`src/rtl/store_buffer_if.sv`:
```
// CPU MEM-stage and data-memory signals seen by the store buffer.
// slave = store buffer side; master = CPU/memory environment side.
interface store_buffer_if;
  logic        MemRead;
  logic        MemWrite;
  logic [31:0] Address;
  logic [31:0] Write_data;
  logic [31:0] Read_data;
  logic        stall;
  logic        empty;
  logic        mem_MemRead;
  logic        mem_MemWrite;
  logic [31:0] mem_Address;
  logic [31:0] mem_Write_data;
  logic [31:0] mem_Read_data;

  modport master (
    output MemRead, MemWrite, Address, Write_data, mem_Read_data,
    input  Read_data, stall, empty, mem_MemRead, mem_MemWrite, mem_Address, mem_Write_data
  );

  modport slave (
    input  MemRead, MemWrite, Address, Write_data, mem_Read_data,
    output Read_data, stall, empty, mem_MemRead, mem_MemWrite, mem_Address, mem_Write_data
  );
endinterface

```
`src/rtl/store_buffer.sv`:
```
// Posted-write FIFO in front of a single-port data memory; stores drain one per free port cycle, loads forward/pass through combinationally.
// Stalls the CPU when full, on a forced drain, or (STORE_BUFFER_FORWARD_EN undefined) on a load that hits a queued store.
module store_buffer #(
  parameter int DEPTH      = 4,
  parameter int ADDR_BITS  = 8,
  parameter int MAX_STARVE = 8
) (
  input logic           clk,
  input logic           rst,
  store_buffer_if.slave sb
);
  localparam int PW = $clog2(DEPTH);
  localparam int CW = $clog2(DEPTH + 1);
  localparam int SW = $clog2(MAX_STARVE + 1);

  logic [ADDR_BITS-1:0] idx_q [DEPTH];
  logic [31:0]          dat_q [DEPTH];
  logic [PW-1:0]        head_q, head_d, tail_q, tail_d;
  logic [CW-1:0]        count_q, count_d;
  logic [SW-1:0]        starve_q, starve_d;

  logic [ADDR_BITS-1:0] ld_idx;
  logic [PW-1:0]        pos;
  logic                 hit;
  logic [31:0]          hit_dat;
  logic                 load, force_ld, hit_stall, drain, full_st, accept, serve;

  assign ld_idx = sb.Address[ADDR_BITS+1:2];

  // Scan oldest to youngest so the youngest matching entry wins.
  always_comb begin
    hit     = 1'b0;
    hit_dat = '0;
    pos     = '0;
    for (int i = 0; i < DEPTH; i++) begin
      pos = head_q + PW'(i);
      if ((CW'(i) < count_q) && (idx_q[pos] == ld_idx)) begin
        hit     = 1'b1;
        hit_dat = dat_q[pos];
      end
    end
  end

  always_comb begin
    load     = sb.MemRead && !sb.MemWrite;
    force_ld = rst && sb.MemRead && (starve_q == SW'(MAX_STARVE));
`ifdef STORE_BUFFER_FORWARD_EN
    hit_stall = 1'b0;
`else
    hit_stall = rst && load && hit && !force_ld;
`endif
    // A raw MemRead holds the port even for a read+write violation.
    drain   = rst && (count_q != '0) && (!sb.MemRead || force_ld || hit_stall);
    full_st = rst && sb.MemWrite && (count_q == CW'(DEPTH));
    accept  = rst && sb.MemWrite && !full_st && !force_ld;
    serve   = rst && load && !force_ld && !hit_stall;

    sb.stall          = full_st || force_ld || hit_stall;
    sb.empty          = (count_q == '0) || !rst;
    sb.mem_MemWrite   = drain;
    sb.mem_MemRead    = serve && !hit;
    sb.mem_Write_data = drain ? dat_q[head_q] : 32'h0;
    sb.mem_Address    = drain ? {{(30-ADDR_BITS){1'b0}}, idx_q[head_q], 2'b00} : sb.Address;
    sb.Read_data      = !serve ? 32'h0 : (hit ? hit_dat : sb.mem_Read_data);

    head_d  = head_q + PW'(drain);
    tail_d  = tail_q + PW'(accept);
    count_d = count_q + CW'(accept) - CW'(drain);
    if (drain || (count_q == '0))
      starve_d = '0;
    else if (sb.MemRead && !force_ld)
      starve_d = starve_q + SW'(1);
    else
      starve_d = starve_q;
  end

  always_ff @(posedge clk) begin
    if (!rst) begin
      head_q   <= '0;
      tail_q   <= '0;
      count_q  <= '0;
      starve_q <= '0;
    end else begin
      head_q   <= head_d;
      tail_q   <= tail_d;
      count_q  <= count_d;
      starve_q <= starve_d;
    end
  end

  always_ff @(posedge clk) begin
    if (accept) begin
      idx_q[tail_q] <= ld_idx;
      dat_q[tail_q] <= sb.Write_data;
    end
  end
endmodule

```
`src/flat_wrapper.sv`:
```
// flat-port wrapper written by rule: the top's interface ports become plain ports
module store_buffer_flat 
#(
  parameter int DEPTH      = 4,
  parameter int ADDR_BITS  = 8,
  parameter int MAX_STARVE = 8
)
  (clk, rst, sb_MemRead, sb_MemWrite, sb_Address, sb_Write_data, sb_mem_Read_data, sb_Read_data, sb_stall, sb_empty, sb_mem_MemRead, sb_mem_MemWrite, sb_mem_Address, sb_mem_Write_data);
  store_buffer_if sb_i ();
  input logic clk;
  input logic rst;
  input wire logic [$bits(sb_i.MemRead)-1:0] sb_MemRead;
  input wire logic [$bits(sb_i.MemWrite)-1:0] sb_MemWrite;
  input wire logic [$bits(sb_i.Address)-1:0] sb_Address;
  input wire logic [$bits(sb_i.Write_data)-1:0] sb_Write_data;
  input wire logic [$bits(sb_i.mem_Read_data)-1:0] sb_mem_Read_data;
  output wire logic [$bits(sb_i.Read_data)-1:0] sb_Read_data;
  output wire logic [$bits(sb_i.stall)-1:0] sb_stall;
  output wire logic [$bits(sb_i.empty)-1:0] sb_empty;
  output wire logic [$bits(sb_i.mem_MemRead)-1:0] sb_mem_MemRead;
  output wire logic [$bits(sb_i.mem_MemWrite)-1:0] sb_mem_MemWrite;
  output wire logic [$bits(sb_i.mem_Address)-1:0] sb_mem_Address;
  output wire logic [$bits(sb_i.mem_Write_data)-1:0] sb_mem_Write_data;
  assign sb_i.MemRead = sb_MemRead;
  assign sb_i.MemWrite = sb_MemWrite;
  assign sb_i.Address = sb_Address;
  assign sb_i.Write_data = sb_Write_data;
  assign sb_i.mem_Read_data = sb_mem_Read_data;
  assign sb_Read_data = sb_i.Read_data;
  assign sb_stall = sb_i.stall;
  assign sb_empty = sb_i.empty;
  assign sb_mem_MemRead = sb_i.mem_MemRead;
  assign sb_mem_MemWrite = sb_i.mem_MemWrite;
  assign sb_mem_Address = sb_i.mem_Address;
  assign sb_mem_Write_data = sb_i.mem_Write_data;
  store_buffer #(.DEPTH(DEPTH), .ADDR_BITS(ADDR_BITS), .MAX_STARVE(MAX_STARVE)) u_core (.clk(clk), .rst(rst), .sb(sb_i));
endmodule
```
`config.mk`:
```
export PLATFORM = sky130hd
export DESIGN_NAME = store_buffer_flat
export DESIGN_NICKNAME = d
export VERILOG_FILES = /design/src/rtl/store_buffer_if.sv /design/src/rtl/store_buffer.sv /design/src/flat_wrapper.sv
export SDC_FILE = /design/constraint.sdc
export NUM_CORES = 1
export LEC_CHECK = 0
export BUFFER_PORTS_ARGS = -buffer_cell sky130_fd_sc_hd__buf_2
export CAP_MARGIN = 20
export CORE_UTILIZATION = 35
export CTS_BUF_LIST = sky130_fd_sc_hd__clkbuf_2
export DETAILED_ROUTE_END_ITERATION = 7
export SYNTH_ARGS = -nofsm -noshare
export SYNTH_HDL_FRONTEND = slang
export SYNTH_SLANG_ARGS = --single-unit
```
`constraint.sdc`:
```
create_clock -name clk -period 12.3 [get_ports clk]
set_input_delay 1.845 -clock clk [delete_from_list [all_inputs] [get_ports clk]]
set_output_delay 1.845 -clock clk [all_outputs]
set_load 0.01 [all_outputs]
```
==> summary.md, run 1 <==
| Metric | Value |
|---|---|
| Cells after Synth | `646` |
| Initial Utilization | `roughly 36%` |
| Post-Synth XOR/XNOR Area | `4.30%` |
| Die ar. | `25700 um^2` |
| CP Capture Type | `output pin` |
| R2R depth | `15` |
| Crit-path cells | `buf_4 -> mux2i_1 -> mux2i_1 -> xnor2_1 -> nand3_1 -> a21oi_1 -> o31a_1 -> o21ai_0 -> buf_2` |
| Crit Path Max Fanout | `36` |
| Root Buffer Master | `clkbuf_2` |
| Antenna violations before repair | `4` |
| Post-Syn Area | `8760 um^2` |
| Port Buf Inserts | `around 200` |
| Largest area contributor in the netlist | `edfxtp_1` |
| I/O pins | `200` |
| First-pass GRT wire length | `around 32 mm` |
| Row Count | `57` |
| Global route hottest layer | `met2` |
| Largest net degree at the start of global routing | `81` |
| Seq pwr share | `between 50% and 60%` |
| Syn_area_per_cell | `approximately 14 um^2` |
| Final Max Slew Viols | `0` |
| Combinational power share | `roughly a quarter` |
| Simple-Gate Fraction of Synth Area | `11.1%` |
| Largest family of logic cells by synthesized area | `multiplexers` |
| Post-synthesis sequential area ratio | `a little under three fifths` |
| Leakage power | `about 3.7 nW` |
| Met1 Use GR | `20.1%` |
| Drt wl/cell | `17.9 um` |
| Clock power share | `a little under a quarter` |
| Reg-to-reg setup timing slack | `approximately 7300 ps` |
| Worst Skew | `61.1 ps` |
| Cell mode on critical path | `mux2i_1` |
| Hold Path Origin | `u_core.starve_q[0]$_SDFFE_PP0P_` |
| # DRC | `0` |
| Share of the synthesized area in the top cell type | `54.8%` |
| RSZ-0062 raised after global routing | `false` |
| Clock sinks | `171` |
| Mux contribution to synthesized area | `between 10 and 15%` |
| Max IR drop VDD | `92.0 uV` |
| Pwr/cell area | `130 nW/um^2` |
| RR Endpoint | `u_core.count_q[2]$_SDFF_PN0_` |
| CP Class | `flop to output pin` |
| Fmax achieved | `143 MHz` |
| Compound-Gate Fraction of Synth Area | `roughly 7.4%` |
| Final worst path period share | `56.7%` |
| Final wirelength | `20.8 mm` |
| Worst rel slew slack | `29.7%` |
| Pre-antenna DRT Iters | `5` |
| YS warnings | `0` |
| Area grow syn2layout | `17.2%` |
| Post-DP HPWL | `13.7 mm` |
| Global router's overall resource usage | `16.4%` |
| Commonest non-fill, non-tap cell in the layout | `buf_2` |
| Vias in the first global route | `5729` |
| Reg clk slew, reported paths | `280 ps` |
| Crit path arrival time | `5140 ps` |
| Hold crit path type | `flop to flop` |
| Synth area leaders | `edfxtp_1 (55%), mux4_2 (10%), nand2_1 (4.4%)` |
| Delay of the slowest cell on the worst path | `approximately 850 ps` |
| Final Non-Filler Cells | `1163` |
| Layout cells sized above 1 | `roughly 39%` |
| Measured slew at the worst slew-check pin | `between 1000 and 1500 ps` |
| Hold Path End | `u_core.starve_q[0]$_SDFFE_PP0P_` |
| Status | `finished clean` |
| Flop and latch count out of synthesis | `between 150 and 200` |
| Worst setup SP type | `flop` |
| Tmin final | `6980 ps` |
| Commonest cells after routing, fill and taps aside | `buf_2 (199), edfxtp_1 (160), nand2_1 (103), mux4_2 (39), and2_1 (39)` |
| DIE WIDTH | `160 um` |
| Core area | `24500 um^2` |
| Met2 Resource Use GR | `around 28%` |
| Vias | `between 5k and 6k` |
| Height of the die | `160 um` |
| Yosys cell types | `between 40 and 50` |
| Antenna Nets Post-Route | `0` |
| Iter 0 DRT Violations | `349` |
| Number of instances in the placed design | `1128` |
| Global-route track usage on met3 | `roughly 4.6%` |
| Data required, critical path | `10450 ps` |
| Final setup TNS | `0 ps` |
| Clk buf depth | `2` |
| Hold path depth | `1` |
| Critical path's slowest cell | `o31a_1` |
| Internal power | `slightly above 0.9 mW` |
| Setup Buffers After CTS | `0` |
| Max Cap Viol | `0` |
| Psw | `0.427 mW` |
| Critical R2R Launch | `u_core.head_q[1]$_SDFF_PN0_` |
| TritonCTS clock tree | `done` |
| Routability cong. | `roughly 0.78` |
| Commonest register cell after synthesis | `edfxtp_1` |
| Fin nets | `933` |
| Hold Vio Cnt, Final | `0` |
| Post-synth EDFFs | `160` |
| Switch share | `32.0%` |
| Clk_lat worst skew | `between 700 and 800 ps` |
| H-tree depth | `4` |
| Post-CTS sizing | `0` |
| CTS Hold Bufs | `0` |
| Syn_nets | `755` |
| Vias per cell | `5.05` |
| CTS Buf Count | `17` |
| Final setup vio count | `0` |
| Async SR Flop Fraction | `0%` |
| Post-Synth Adder-Cell Area | `1.37%` |
| Gr ovfl total | `0` |
==> Yosys cell counts, types with 11 or more instances <==
library cell / number
edfxtp_1: 160
nand2_1: 103
and2_1: 39
mux4_2: 39
mux2i_1: 36
xnor2_1: 32
a21oi_2: 29
o21ai_0: 25
clkbuf_1: 22
buf_1: 12
dfxtp_1: 11
xor2_1: 11
==> registers in the layout (all words and copies together) (netlist names) <==
name and flops:
u_core.dat_q 128, u_core.idx_q 32, u_core.starve_q 4, u_core.count_q 3
u_core.head_q 2, u_core.tail_q 2
==> metal layers <==
metal / part of all wire [%] / vias to the layer above
met1: 42 / 2850
met3: 6.6 / 29
met4: 1.8 / 2
li1: - / 2761
met5: 0.082 / -
met2: 49 / 227
==> area by class of cell <==
type,count,area (um^2)
fill,2289,14200
sequential,171,5030
multi-input combinational,414,3460
timing repair buffer,211,1090
tap,324,405
clock inverter,14,163
clock buffer,17,85.1
inverter,9,33.8
antenna,3,7.51
==> stage by stage <==
stage | area, um^2 | setup slack (ps) | power, mW | util, % | hold WS, ps
2_1_floorplan | 8760 | 6200 | 0.928 | - | 450
3_3_place_gp | 10000 | 5780 | 1.05 | 40.9 | 478
3_5_place_dp | 10000 | 5620 | 1.05 | 40.9 | 485
4_1_cts | 10300 | 5220 | 1.35 | 41.9 | 511
5_1_grt | 10300 | 4810 | 1.41 | 42.0 | 537
6_report | 10300 | 5320 | 1.34 | 42.0 | 511
==> power groups by stage <==
| stage | Combinational [mW] | Sequential [mW] | Clock, mW |
|---|---|---|---|
| CTS | 0.362 | 0.677 | 0.314 |
| global route | 0.393 | 0.680 | 0.335 |
| global placement | 0.359 | 0.689 | 0 |
| floorplan | 0.241 | 0.687 | 0 |
| detailed placement | 0.360 | 0.690 | 0 |
| finish | 0.356 | 0.677 | 0.304 |
==> worst max-delay path by stage <==
| stage | endpoint | cells past startpoint | from | slack (ps) |
|---|---|---|---|---|
| floorplan | u_core.dat_q[0][0]$_DFFE_PP_ | 4 | sb_MemWrite | 6200 |
| finish | sb_mem_Address[20] | 9 | u_core.head_q[1]$_SDFF_PN0_ | 5320 |
| CTS | sb_mem_Address[20] | 9 | u_core.head_q[1]$_SDFF_PN0_ | 5220 |
| detailed placement | sb_mem_Address[20] | 8 | sb_Address[6] | 5620 |
| global route | sb_mem_Address[1] | 9 | u_core.head_q[1]$_SDFF_PN0_ | 4810 |
| global placement | sb_mem_Address[19] | 8 | sb_Address[6] | 5780 |
==> worst max-delay path: cells and delay by family, from the launching register on <==
family / cells / cell delay [ps]
flops: 1 / 760
xor+xnor: 1 / 170
simple gates: 1 / 130
compound gates: 3 / 1910
mux: 2 / 500
buf+inv: 2 / 880
==> cell families after synthesis <==
logic type | Yosys count
fa+ha+maj | 9
compound gates | 86
xor+xnor | 43
mux | 80
flops | 171
buf+inv | 61
simple gates | 196
No activity file was read; power rests on OpenSTA's default activity.
==> run 2: changes to the inputs <==
--- a/config.mk
+++ b/config.mk
@@ -5,6 +5,7 @@
 export SDC_FILE = /design/constraint.sdc
 export NUM_CORES = 1
 export LEC_CHECK = 0
+export ABC_AREA = 1
 export BUFFER_PORTS_ARGS = -buffer_cell sky130_fd_sc_hd__buf_2
 export CAP_MARGIN = 20
 export CORE_UTILIZATION = 35
==> constraint.sdc (replaced) <==
create_clock -name clk -period 6.39 [get_ports clk]
set_input_delay 0.9585 -clock clk [delete_from_list [all_inputs] [get_ports clk]]
set_output_delay 0.9585 -clock clk [all_outputs]
set_load 0.01 [all_outputs]
==> run 2 against run 1 <==
Effect of this change:
- clock skew shrank 2.4 ps
- final cell count increased by 28%
- synthesized cell count rose by 50%
- combinational power up 110%
- die area fell by 1.8%
- utilization grew 0.082 points
- register-to-register slack worse by 5700 ps
- sequential share of layout area grew 0.32 points
- area after synthesis shrank 1.8%
- critical endpoint is now sb_mem_Address[18]
- largest cell class unchanged
- largest power group unchanged
==> summary.md, run 2 <==
| Metric | Value |
|---|---|
| Iter 0 DRT Violations | `448 (+28%)` |
| Share of the synthesized area in the top cell type | `55.8% (+1.0 points)` |
| # DRC | `0 (unchanged)` |
| Final Max Slew Viols | `0 (unchanged)` |
| Flop and latch count out of synthesis | `171 (unchanged)` |
| Commonest register cell after synthesis | `edfxtp_1` |
| Top reg by flops | `u_core.dat_q` |
| Commonest cells after routing, fill and taps aside | `nand2_1 (339), buf_2 (199), edfxtp_1 (160), nor2_1 (121), inv_1 (113)` |
| Internal power | `1.80 mW (+98%)` |
| Async SR Flop Fraction | `0% (unchanged)` |
| YS warnings | `0 (unchanged)` |
| Status | `finished clean` |
| Root Buffer Master | `clkbuf_2` |
| Clock sinks | `171 (unchanged)` |
| Leakage power | `4.87 nW (+32%)` |
| Max FFs per register | `128 (unchanged)` |
| Reg clk slew, reported paths | `260 ps (-20 ps)` |
| Hold Vio Cnt, Final | `0 (unchanged)` |
| Worst Skew | `58.8 ps (-2.35 ps)` |
| CTS Hold Bufs | `0 (unchanged)` |
| H-tree depth | `4 (unchanged)` |
| Max IR drop VDD | `187 uV (+100%)` |
| Antenna violations before repair | `1 (-3)` |
| Gr ovfl total | `0 (unchanged)` |
| Initial Utilization | `35.5% (-0.34 points)` |
| Hold crit path type | `input pin to flop` |
| Measured slew at the worst slew-check pin | `674 ps (-380 ps)` |
| Max Cap Viol | `0 (unchanged)` |
| Crit path arrival time | `4590 ps (-550 ps)` |
| Clock power share | `24.6% (+1.9 points)` |
| Global router's overall resource usage | `17.3% (+0.84 points)` |
| Post-synth EDFFs | `160 (unchanged)` |
| Drt wl/cell | `14.5 um (-19%)` |
| Worst setup SP type | `flop` |
| Seq pwr share | `48.5% (-2.1 points)` |
| Fin nets | `1262 (+35%)` |
| DIE WIDTH | `159 um (-0.91%)` |
| Clk_lat worst skew | `750 ps (about the same)` |
| Syn_area_per_cell | `8.88 um^2 (-35%)` |
| Data required, critical path | `5430 ps (-5020 ps)` |
| Most frequent cells after synthesis | `nand2_1 (339), edfxtp_1 (160), nor2_1 (121)` |
| Post-DP HPWL | `14.0 mm (+2.2%)` |
| Cells after Synth | `969 (+50%)` |
| Vias | `6983 (+19%)` |
| Final setup TNS | `0 ps (unchanged)` |
| Commonest non-fill, non-tap cell in the layout | `nand2_1` |
| Combinational power share | `27.0% (+0.4 points)` |
| Layout cells sized above 1 | `22.0% (-17 points)` |
| Total power | `2.72 mW (+100%)` |
| Final worst path period share | `86.8%` |
| Most common cell in the netlist | `nand2_1` |
| Largest area contributor in the netlist | `edfxtp_1` |
| Yosys cell types | `31 (-33%)` |
| Largest net degree at the start of global routing | `61 (-25%)` |
| Pwr/cell area | `267 nW/um^2 (+100%)` |
| Synth area leaders | `edfxtp_1 (56%), nand2_1 (15%), nor2_1 (5.3%)` |
| Final setup vio count | `0 (unchanged)` |
| I/O pins | `200 (unchanged)` |
| RSZ-0062 raised after global routing | `false` |
| Top Registers | `u_core.dat_q x128, u_core.idx_q x32, u_core.starve_q x4` |
| Psw | `0.919 mW (+120%)` |
| Setup Buffers After CTS | `0 (unchanged)` |
| Syn_nets | `1078 (+43%)` |
| Routability cong. | `0.831 (+6.3%)` |
| TritonCTS clock tree | `done` |
| Pre-antenna DRT Iters | `6 (+1)` |
| Antenna Nets Post-Route | `0 (unchanged)` |
| Core area | `24200 um^2 (-0.87%)` |
| Height of the die | `159 um (-0.91%)` |
| CTS Buf Count | `17 (unchanged)` |
| Switch share | `33.8% (+1.8 points)` |
| First-pass GRT wire length | `34.2 mm (+6.9%)` |
| CP Class | `flop to output pin` |
| Crit Path Max Fanout | `60 (+67%)` |
| Row Count | `57 (unchanged)` |
| Clk buf depth | `2 (unchanged)` |
| Vias per cell | `4.69 (-7.1%)` |
| Post-Syn Area | `8600 um^2 (-1.8%)` |
| Area grow syn2layout | `18.6%` |
| Final wirelength | `21.6 mm (+3.5%)` |
| Vias in the first global route | `6637 (+16%)` |
| Port Buf Inserts | `199 (unchanged)` |
| Post-synthesis sequential area ratio | `58.4% (+1.1 points)` |
| CP Capture Type | `output pin` |
| Number of instances in the placed design | `1457 (+29%)` |
| Post-CTS sizing | `0 (unchanged)` |
| Fmax achieved | `180 MHz` |
| Die ar. | `25200 um^2 (-1.8%)` |
| Tmin final | `5550 ps` |
| Final Non-Filler Cells | `1490 (+28%)` |
| Worst rel slew slack | `55.1% (+25 points)` |
run 2: through the flow:
| step | setup slack [ps] | hold WS (ps) | utilization [%] | instance area, um^2 |
|---|---|---|---|---|
| after floorplan | 1490 | 430 | - | 8600 |
| after global placement | 1520 | 446 | 40.7 | 9870 |
| after detailed placement | 1490 | 456 | 40.7 | 9870 |
| after CTS | 588 | 348 | 41.9 | 10200 |
| after global routing | 300 | 330 | 42.1 | 10200 |
| final | 842 | 416 | 42.1 | 10200 |
run 2: power groups by stage:
stage | clock network [mW] | registers [mW] | logic, mW
2_1_floorplan | 0 | 1.32 | 0.530
3_3_place_gp | 0 | 1.34 | 0.729
3_5_place_dp | 0 | 1.34 | 0.737
4_1_cts | 0.686 | 1.32 | 0.741
5_1_grt | 0.727 | 1.33 | 0.830
6_report | 0.669 | 1.32 | 0.734
run 2: cells by family (layout without fill, tap and decap cells):
| family | count (synthesis) | count (layout) | synth area share [%] |
|---|---|---|---|
| and+or+nand+nor | 539 | 539 | 25.0 |
| other | 0 | 1 | 0 |
| xor gates and xnor gates | 8 | 8 | 0.814 |
| AOI/OAI and AO/OA | 80 | 80 | 6.56 |
| buffers and inverters | 162 | 358 | 7.85 |
| adders and majority gates | 9 | 9 | 1.40 |
| DFF | 171 | 171 | 58.4 |
run 2: area by class of cell:
type | instances | area, um^2
fill | 2430 | 14000
clock buffer | 17 | 85.1
clock inverter | 14 | 211
tap | 324 | 405
inverter | 116 | 438
antenna | 1 | 2.50
timing repair buffer | 211 | 1110
multi-input combinational | 636 | 2920
sequential | 171 | 5030
run 2: worst paths after layout:
path,startpoint,to,slack [ps],cells past startpoint
setup / recovery,u_core.head_q[0]$_SDFF_PN0_,sb_mem_Address[18],840,17
hold / removal,sb_Write_data[21],u_core.dat_q[1][21]$_DFFE_PP_,420,1
setup reg to reg,u_core.head_q[0]$_SDFF_PN0_,u_core.count_q[2]$_SDFF_PN0_,1570,21
hold reg to reg,u_core.starve_q[0]$_SDFFE_PP0P_,u_core.starve_q[0]$_SDFFE_PP0P_,510,1
run 2: routing by layer:
metal / share of wire [%] / vias up / global-route usage, %
li1: - / 3527 / -
met5: 0 / - / 0
met1: 46 / 3258 / 22.6
met2: 48 / 176 / 29.4
met4: 1.2 / 0 / 5.03
met3: 4.9 / 22 / 2.85
run 2: critical path, cell delays in order (launching register included):
cell     delay [ps]
dfxtp_4         810
inv_2           440
nand2_1         140
nand2_1         370
nand2_1         210
nand3_1         140
nand2_1          80
nor2_1           50
nand3_1          70
nor2_1           50
nor2_2          140
nand2_1          80
nand2_2         100
nand2_4         110
nand2_4         450
inv_4           230
nor2_1          160
buf_2           150
==> run 3: changes to the inputs <==
--- a/config.mk
+++ b/config.mk
@@ -8,9 +8,12 @@
 export ABC_AREA = 1
 export BUFFER_PORTS_ARGS = -buffer_cell sky130_fd_sc_hd__buf_2
 export CAP_MARGIN = 20
+export CELL_PAD_IN_SITES_DETAIL_PLACEMENT = 1
+export CELL_PAD_IN_SITES_GLOBAL_PLACEMENT = 1
 export CORE_UTILIZATION = 35
 export CTS_BUF_LIST = sky130_fd_sc_hd__clkbuf_2
 export DETAILED_ROUTE_END_ITERATION = 7
+export PLACE_DENSITY_LB_ADDON = 0.1
 export SYNTH_ARGS = -nofsm -noshare
 export SYNTH_HDL_FRONTEND = slang
 export SYNTH_SLANG_ARGS = --single-unit
==> run 3 against run 2 <==
Effect of this change:
- non-clock buffer count fell by 2
- clock power down 8.5%
- worst setup slack improved by 10 ps
- via count is 1.0% higher
- clock skew fell by 13 ps
- global-route usage grew 2.5 points
- register-to-register slack better by 60 ps
- wire length up 13%
- combinational power grew 5.7%
- critical path type unchanged
- largest power group unchanged
- highest routed layer unchanged
==> summary.md, run 3 (same netlist as run 2, synthesis figures left out) <==
| Metric | Value |
|---|---|
| Status | `finished clean` |
| Max IR drop VDD | `121 uV (-35%)` |
| Top layer in use | `met4` |
| Largest net degree at the start of global routing | `103 (+69%)` |
| Clock sinks | `171 (unchanged)` |
| Post-CTS sizing | `0 (unchanged)` |
| Clk buf depth | `2 (unchanged)` |
| Drt wl/cell | `16.3 um (+13%)` |
| Max Cap Viol | `0 (unchanged)` |
| Seq pwr share | `48.3% (-0.2 points)` |
| Worst setup SP type | `flop` |
| Height of the die | `159 um (unchanged)` |
| Reg-to-reg setup timing slack | `1630 ps (+60 ps)` |
| Final Util | `41.8% (-0.23 points)` |
| Vias | `7054 (+1.0%)` |
| Antenna violations before repair | `2 (+1)` |
| Die ar. | `25200 um^2 (unchanged)` |
| Internal power | `1.68 mW (-7.0%)` |
| Crit-path cells | `buf_4 -> nand2_1 -> nand2_1 -> nand2_1 -> nand2_1 -> nand2_1 -> nand2_1 -> nor2_1 -> nand3_1 -> nor2_1 -> nor2_2 -> nand2_1 -> nand2_2 -> nand2_4 -> nand2_4 -> inv_4 -> nor2_1 -> buf_2` |
| I/O pins | `200 (unchanged)` |
| Root Buffer Master | `clkbuf_2` |
| Total power | `2.69 mW (-1.3%)` |
| Crit path arrival time | `4580 ps (about the same)` |
| Leakage power | `4.84 nW (-0.62%)` |
| Vias in the first global route | `7068 (+6.5%)` |
| Max FFs per register | `128 (unchanged)` |
| Worst Hold Slack | `378 ps (-37.3 ps)` |
| Measured slew at the worst slew-check pin | `1110 ps (+438 ps)` |
| Worst Skew | `45.4 ps (-13.4 ps)` |
| Vias per cell | `4.73 (+1.0%)` |
| Psw | `1.01 mW (+9.8%)` |
| Routability cong. | `0.782 (-5.9%)` |
| Post-Place Setup Slack | `1630 ps (+137 ps)` |
| Top Registers | `u_core.dat_q x128, u_core.idx_q x32, u_core.starve_q x4` |
| # DRC | `0 (unchanged)` |
| Final wirelength | `24.3 mm (+13%)` |
| Final Max Slew Viols | `0 (unchanged)` |
| DIE WIDTH | `159 um (unchanged)` |
| Fin nets | `1260 (-0.16%)` |
| Commonest cells after routing, fill and taps aside | `nand2_1 (339), buf_2 (199), edfxtp_1 (160), nor2_1 (121), inv_1 (113)` |
| Global router's overall resource usage | `19.8% (+2.5 points)` |
| Worst path bufs/invs | `3 (unchanged)` |
| Hold crit path type | `input pin to flop` |
| Initial Utilization | `35.5% (unchanged)` |
| Post-DP HPWL | `16.2 mm (+15%)` |
| Met1 WL | `11.2 mm (+13%)` |
| Worst rel slew slack | `25.9% (-29 points)` |
| Fin area | `10100 um^2 (-0.55%)` |
| Port Buf Inserts | `199 (unchanged)` |
| Combinational power share | `28.9% (+1.9 points)` |
| H-tree depth | `4 (unchanged)` |
| Iter 0 DRT Violations | `424 (-5.4%)` |
| Final Non-Filler Cells | `1490 (unchanged)` |
| Antenna Nets Post-Route | `0 (unchanged)` |
| Crit Path Max Fanout | `102 (+70%)` |
| CP top delay family | `simple AND/OR/NAND/NOR gates` |
| Final setup vio count | `0 (unchanged)` |
| Placed standard-cell area | `9870 um^2 (about the same)` |
| CTS Buf Count | `17 (unchanged)` |
| Hold Vio Cnt, Final | `0 (unchanged)` |
| Delay of the slowest cell on the worst path | `780 ps (-30 ps)` |
| Final setup margin | `852 ps (+10.1 ps)` |
| Fmax achieved | `181 MHz (+0.18%)` |
| Final worst path period share | `86.7% (-0.16 points)` |
| Area grow syn2layout | `17.9%` |
| Core area | `24200 um^2 (unchanged)` |
| First-pass GRT wire length | `38.9 mm (+14%)` |
| Fillers | `2929 (+21%)` |
| CP Class | `flop to output pin` |
| Commonest non-fill, non-tap cell in the layout | `nand2_1` |
| Row Count | `57 (unchanged)` |
| Sequential cell area | `5030 um^2 (unchanged)` |
| Top reg by flops | `u_core.dat_q` |
| TritonCTS clock tree | `done` |
| Layout cells sized above 1 | `22.0% (about the same)` |
| Routed wl met3 | `794 um (-24%)` |
| Clock power share | `22.8% (-1.8 points)` |
| Data required, critical path | `5430 ps (about the same)` |
| Clk_lat worst skew | `740 ps (about the same)` |
| Gr ovfl total | `0 (unchanged)` |
| Cell mode on critical path | `nand2_1` |
| Critical path's slowest cell | `buf_4` |
| Pre-antenna DRT Iters | `4 (-2)` |
| CP Capture Type | `output pin` |
| Pwr/cell area | `265 nW/um^2 (-0.77%)` |
| Setup Buffers After CTS | `0 (unchanged)` |
| Met2 wire length | `12.0 mm (+15%)` |
| Reg clk slew, reported paths | `330 ps (+70 ps)` |
| CTS Hold Bufs | `0 (unchanged)` |
| Area of the multi-input gates | `2920 um^2 (unchanged)` |
| Number of instances in the placed design | `1456 (-0.069%)` |
| RSZ-0062 raised after global routing | `false` |
| Tmin final | `5540 ps (-10.1 ps)` |
| Switch share | `37.6% (+3.8 points)` |
| Final setup TNS | `0 ps (unchanged)` |
[run 3: changes by cell type in the layout (fill, tap and decap cells not counted)]
cell | before | now
bufinv_16 | 4 | 0
clkinv_8 | 1 | 5
inv_8 | 1 | 5
inv_6 | 4 | 1
buf_16 | 1 | 0
buf_4 | 11 | 10
clkinv_1 | 1 | 0
diode_2 | 1 | 2
inv_12 | 0 | 1
[run 3: per-layer routing]
| layer | GRT usage (%) | vias up |
|---|---|---|
| li1 | - | 3528 |
| met1 | 25.5 | 3372 |
| met2 | 34.2 | 135 |
| met3 | 3.29 | 19 |
| met4 | 5.08 | 0 |
| met5 | 0 | - |
[run 3: layout make-up]
type,count,area share (%)
clock buffers,17,0.839
well taps,324,4.00
inverters,116,4.32
repair buffers,209,10.6
clock inverters,15,1.85
multi-input cells,636,28.8
flip-flops and latches,171,49.6
diodes,2,0.0493
[run 3: worst reg2reg max path: stages, from the launching register on]
cell and delay, ps:
dfxtp_4 420, buf_4 780, nand2_1 220, nand2_1 440, nand2_1 150, nand2_1 100
nand2_1 50, nand2_1 60, nor2_1 40, nand3_1 80, nor2_1 50, nor2_2 110
nand2_1 70, nand2_2 110, nand2_4 110, nand2_4 480, inv_4 260, ha_1 350
inv_1 40, ha_1 200, fa_1 400, xor2_1 170, nor2_1 70
[run 3: worst paths after layout]
path	startpoint	to	cells after the start
setup reg to reg	u_core.head_q[0]$_SDFF_PN0_	u_core.count_q[2]$_SDFF_PN0_	22
hold reg to reg	u_core.starve_q[0]$_SDFFE_PP0P_	u_core.starve_q[0]$_SDFFE_PP0P_	1
hold / removal	sb_Write_data[28]	u_core.dat_q[2][28]$_DFFE_PP_	1
setup / recovery	u_core.head_q[0]$_SDFF_PN0_	sb_mem_Address[26]	18
[run 3: power groups by stage]
stage	clock, mW	sequential, mW	combinational [mW]
5_1_grt	0.677	1.30	0.882
4_1_cts	0.636	1.30	0.790
6_report	0.612	1.30	0.776
2_1_floorplan	0	1.32	0.530
3_5_place_dp	0	1.32	0.787
3_3_place_gp	0	1.32	0.777
